===== src/rtl/adder_64.sv =====
// adder_64: registered 64-bit adder with carry-in, carry-out and signed overflow.
// Two-level carry-lookahead (per-group G/P, then group carries) feeding one output register.
module adder_64 #(
    parameter int WIDTH = 64,
    parameter int GROUP = 4
) (
    input  logic             clk,
    input  logic             rst,
    input  logic             in_valid,
    input  logic [WIDTH-1:0] a,
    input  logic [WIDTH-1:0] b,
    input  logic             c_in,
    output logic [WIDTH-1:0] sum,
    output logic             c_out,
    output logic             overflow,
    output logic             out_valid
);

    localparam int NG = WIDTH / GROUP;

    logic [WIDTH-1:0] w_g;
    logic [WIDTH-1:0] w_p;
    logic [NG-1:0]    w_grp_g;
    logic [NG-1:0]    w_grp_p;
    logic [NG:0]      w_gc;
    logic [WIDTH-1:0] w_c;
    logic [WIDTH-1:0] w_sum;
    logic             w_cout;
    logic             w_ovf;

    logic [WIDTH-1:0] r_sum;
    logic             r_cout;
    logic             r_ovf;
    logic             r_valid;

    assign w_g = a & b;
    assign w_p = a ^ b;

    // Group generate/propagate from the bit-level g/p of each GROUP-bit slice.
    always_comb begin : grp_gp
        logic v_gg;
        logic v_pp;
        w_grp_g = '0;
        w_grp_p = '0;
        for (int gi = 0; gi < NG; gi++) begin
            v_gg = 1'b0;
            v_pp = 1'b1;
            for (int k = GROUP - 1; k >= 0; k--) begin
                v_gg = v_gg | (v_pp & w_g[gi*GROUP+k]);
                v_pp = v_pp & w_p[gi*GROUP+k];
            end
            w_grp_g[gi] = v_gg;
            w_grp_p[gi] = v_pp;
        end
    end

    // Second-level lookahead: each group carry-in as a flat sum of products.
    always_comb begin : grp_carry
        logic v_cc;
        logic v_pp;
        w_gc = '0;
        for (int i = 0; i <= NG; i++) begin
            v_cc = 1'b0;
            v_pp = 1'b1;
            for (int j = i - 1; j >= 0; j--) begin
                v_cc = v_cc | (v_pp & w_grp_g[j]);
                v_pp = v_pp & w_grp_p[j];
            end
            w_gc[i] = v_cc | (v_pp & c_in);
        end
    end

    // Bit carries inside each group, expanded from the group carry-in.
    always_comb begin : bit_carry
        logic v_cc;
        logic v_pp;
        w_c = '0;
        for (int gi = 0; gi < NG; gi++) begin
            for (int k = 0; k < GROUP; k++) begin
                v_cc = 1'b0;
                v_pp = 1'b1;
                for (int j = k - 1; j >= 0; j--) begin
                    v_cc = v_cc | (v_pp & w_g[gi*GROUP+j]);
                    v_pp = v_pp & w_p[gi*GROUP+j];
                end
                w_c[gi*GROUP+k] = v_cc | (v_pp & w_gc[gi]);
            end
        end
    end

    assign w_sum  = w_p ^ w_c;
    assign w_cout = w_gc[NG];
    assign w_ovf  = w_c[WIDTH-1] ^ w_gc[NG];

    // Output register: loads every cycle; reset clears data, flags and valid.
    always_ff @(posedge clk) begin
        if (rst) begin
            r_sum   <= '0;
            r_cout  <= 1'b0;
            r_ovf   <= 1'b0;
            r_valid <= 1'b0;
        end else begin
            r_sum   <= w_sum;
            r_cout  <= w_cout;
            r_ovf   <= w_ovf;
            r_valid <= in_valid;
        end
    end

    assign sum       = r_sum;
    assign c_out     = r_cout;
    assign overflow  = r_ovf;
    assign out_valid = r_valid;

endmodule


===== config.mk =====
export PLATFORM = sky130hd
export DESIGN_NAME = adder_64
export DESIGN_NICKNAME = d
export VERILOG_FILES = /design/src/rtl/adder_64.sv
export SDC_FILE = /design/constraint.sdc
export NUM_CORES = 1
export LEC_CHECK = 0
export ABC_CLOCK_PERIOD_IN_PS = 2900
export CAP_MARGIN = 20
export CORE_ASPECT_RATIO = 1.2
export CORE_MARGIN = 5
export CORE_UTILIZATION = 39
export CTS_CLUSTER_DIAMETER = 30
export CTS_CLUSTER_SIZE = 14
export DETAILED_ROUTE_END_ITERATION = 6
export GPL_TIMING_DRIVEN = 0
export PLACE_DENSITY = 0.79
export SKIP_LAST_GASP = 1
export SYNTH_ARGS = -nofsm -noshare
export SYNTH_HDL_FRONTEND = slang
export SYNTH_SLANG_ARGS = --single-unit

===== constraint.sdc =====
create_clock -name clk -period 2.9 [get_ports clk]
set_input_delay 0.58 -clock clk [delete_from_list [all_inputs] [get_ports clk]]
set_output_delay 0.58 -clock clk [all_outputs]
set_load 0.05 [all_outputs]

==> flow_summary.json <==
{
  "critPathArrivalTime_ns": 3.17,
  "crit_chain": "dlygate4sd2_1, ha_1, and4_4, nand3_2, o2bb2ai_4, o21ai_4, a2111oi_4, buf_4, o211ai_1, nand2_1, fa_2, nor2b_1",
  "hold_viol_final": 0,
  "slew-limit-headroom_pct": 57.0,
  "min_period_over_period_pct": 102,
  "grt_overflow": 0,
  "fill_cells": 860,
  "synth_enable_flop_cells": 0,
  "placed_cell_area_um2": 6960,
  "fp.coreArea_um2": 11600,
  "drt_iter0_markers": 164,
  "async_reset_ff_share_pct": 0,
  "fp.dieH_um": 129,
  "ys_seq_elements": 67,
  "hold_end": "sum[0]",
  "yosysWarnings": 0,
  "syn-cell-area_um2": 4600,
  "start_kind": "primary input",
  "wl_met1_um": 5660,
  "yosys-top-cells-count": "67 x dfxtp_1, 64 x ha_1, 62 x nor2_1",
  "cpPeakStageDelay_ns": 0.43,
  "clk_pin_slew_worst_paths_ns": 0.06,
  "setup_viol": 3,
  "vias_per_cell": 5.17,
  "syn_inst": 496,
  "post_drt_wl_per_cell_um": 17.5,
  "die_area_um2": 14100,
  "antenna_found_initial": 3,
  "yosysTopAreaCellShare_pct": 29.2,
  "dr.pass1.iters": 4,
  "fin_util_pct": 69.8,
  "drv_cap": 0,
  "p_leak_nw": 3.34,
  "layout-area-overhead-vs-synth_pct": 75.6,
  "violations": "negative setup slack",
  "place_inst": 851,
  "worstHoldStart": "b[0]",
  "globalplace.congestion": 0.842,
  "route.antenna.remaining_nets": 0,
  "vias": 4749,
  "max_freq_mhz": 337,
  "port_buffers": 198,
  "peakVddDrop_v": 0.000295,
  "clockBufferDepth": 2,
  "holdWs_ns": 0.650,
  "synth.distinct_cells": 56,
  "path_max_fanout": 3,
  "min_path_cells": 4,
  "drv_slew": 0,
  "grt_max_degree": 13,
  "syn_nets": 708,
  "crit_path_end_kind": "flip-flop",
  "clkSinkCount": 67,
  "grt_pass1_vias": 5158,
  "cellPowerDensity_nw_per_um2": 524,
  "holdCritPathClass": "in -> reg",
  "cts_tree": "done",
  "design_area_um2": 8070,
  "status": "finished, violations left",
  "clock-root-buffer": "clkbuf_16",
  "wirelength_um": 16100,
  "grt_pass1_wl_um": 24700,
  "hpwl_um": 11700,
  "rows": 43,
  "numCtsBuffers": 9,
  "worstSetupPathType": "in -> reg",
  "io_pins": 199,
  "worst_pin_slew_ns": 0.644,
  "wl_met3_um": 1270,
  "ys.flop_type": "dfxtp_1",
  "floorplan.initialDensity_pct": 39.7,
  "fin_crit_ns": 2.97,
  "wl_met2_um": 8670,
  "die_w_um": 109,
  "nNetsFinal": 967,
  "h-tree-depth": 3,
  "syn_avg_cell_area_um2": 9.27,
  "final_layout_size_suffix_gt1_share_pct": 27.5,
  "synthTopCellsByArea": "dfxtp_1 29%, ha_1 17%, fa_1 7.0%, xnor2_1 5.3%, nor2_1 5.1%",
  "drc": 0,
  "ys_seq_area_share_pct": 29.2,
  "synth.most_common_cell": "dfxtp_1",
  "top_layer": "met5",
  "crit_slowest_cell": "a2111oi_4",
  "setup_ws_ns": -0.0692,
  "grtUsageTotal_pct": 22.3,
  "yosysTopAreaCell": "dfxtp_1",
  "fin_cells": 919,
  "rsz0062_at_grt": "yes",
  "crit_required_ns": 3.10
}
==> per-stage QoR <==
step | worst slack, ns | power, mW | setup TNS [ns]
final | -0.0692 | 4.23 | -0.136
after global routing | -0.181 | 4.42 | -0.936
after CTS | -0.121 | 4.16 | -0.194
after detailed placement | -0.951 | 2.75 | -21.61
after global placement | -0.893 | 2.71 | -19.04
after floorplan | -0.0970 | 2.14 | -0.0970
==> cell usage in the layout, fill, tap and decap left out, types with 4 or more instances in the layout <==
cell and n:
buf_4 49, nand2b_1 8, buf_2 14, and4_4 4, and3_1 6, xor2_1 12
clkbuf_16 9, clkdlybuf4s15_1 6, xnor2_1 27, a21oi_4 6, nor2_1 61, dlygate4sd2_1 48
clkbuf_1 7, nor2b_1 21, nor3b_1 6, dfxtp_1 67, fa_1 14, a21oi_1 20
a21o_1 17, inv_1 11, ha_4 40, a21oi_2 15, o21ai_0 11, clkdlybuf4s50_1 110
a211oi_1 4, nand2_1 23, nand3_1 8, ha_1 22, o21bai_1 5, o21ai_2 10
nand4_1 6, clkbuf_2 18
==> routing by layer <==
layer | GRT usage (%) | up-vias
met5 | 0 | -
met4 | 8.62 | 2
met3 | 6.47 | 44
met2 | 42.2 | 182
met1 | 22.6 | 2246
li1 | - | 2275
==> timing repair <==
action / 4_1_cts / 5_1_grt
gates cloned: 0 / 0
gates resized for setup: 202 / 73
endpoints found under the setup margin: 31 / 20
hold buffers: 0 / 0
setup buffers: 38 / 12
hold endpoints to repair: 0 / 0
pin swaps: 55 / 45
==> flip-flops by register name (all words and copies together) (netlist names) <==
signal	count
out_valid	1
sum	64
c_out	1
overflow	1
==> worst max-delay path by stage <==
| stage | end | slack [ns] | start |
|---|---|---|---|
| after floorplan | sum[60] | -0.1 | a[0] |
| after global placement | sum[60] | -0.89 | a[0] |
| after detailed placement | sum[60] | -0.95 | b[0] |
| after CTS | sum[60] | -0.12 | a[0] |
| after global routing | sum[60] | -0.18 | a[19] |
| final | sum[56] | -0.07 | a[16] |
==> where the power goes <==
group / internal (mW) / total (mW) / switching [mW]
Combinational: 0.804 / 1.85 / 1.05
Sequential: 1.05 / 1.08 / 0.0340
Clock: 0.864 / 1.29 / 0.425
Total: 2.72 / 4.23 / 1.51
==> worst max-delay path: cells and delay by family <==
kind,cells,cell delay (ns)
fa+ha+maj,2,0.73
simple gates,4,0.61
buf+inv,2,0.47
compound gates,4,0.78
==> area by class of cell <==
cell class,instances,area (um^2),area share [%]
Buffer,8,30.0,0.372
Sequential cell,67,1340,16.6
Inverter,12,45.0,0.558
Tap cell,157,196,2.43
Timing Repair Buffer,248,2150,26.6
Antenna cell,2,5.00,0.0620
Clock buffer,10,239,2.96
Clock inverter,6,111,1.38
Multi-Input combinational cell,409,3950,49.0
==> kinds of logic after synthesis <==
| family | count (synthesis) | share of synthesized area [%] |
|---|---|---|
| simple gates | 166 | 18.3 |
| compound gates | 119 | 17.9 |
| fa+ha+maj | 80 | 24.4 |
| flops | 67 | 29.2 |
| xor+xnor | 40 | 7.62 |
| buf+inv | 20 | 1.63 |
| mux | 4 | 1.01 |
No activity file was read; power rests on OpenSTA's default activity.
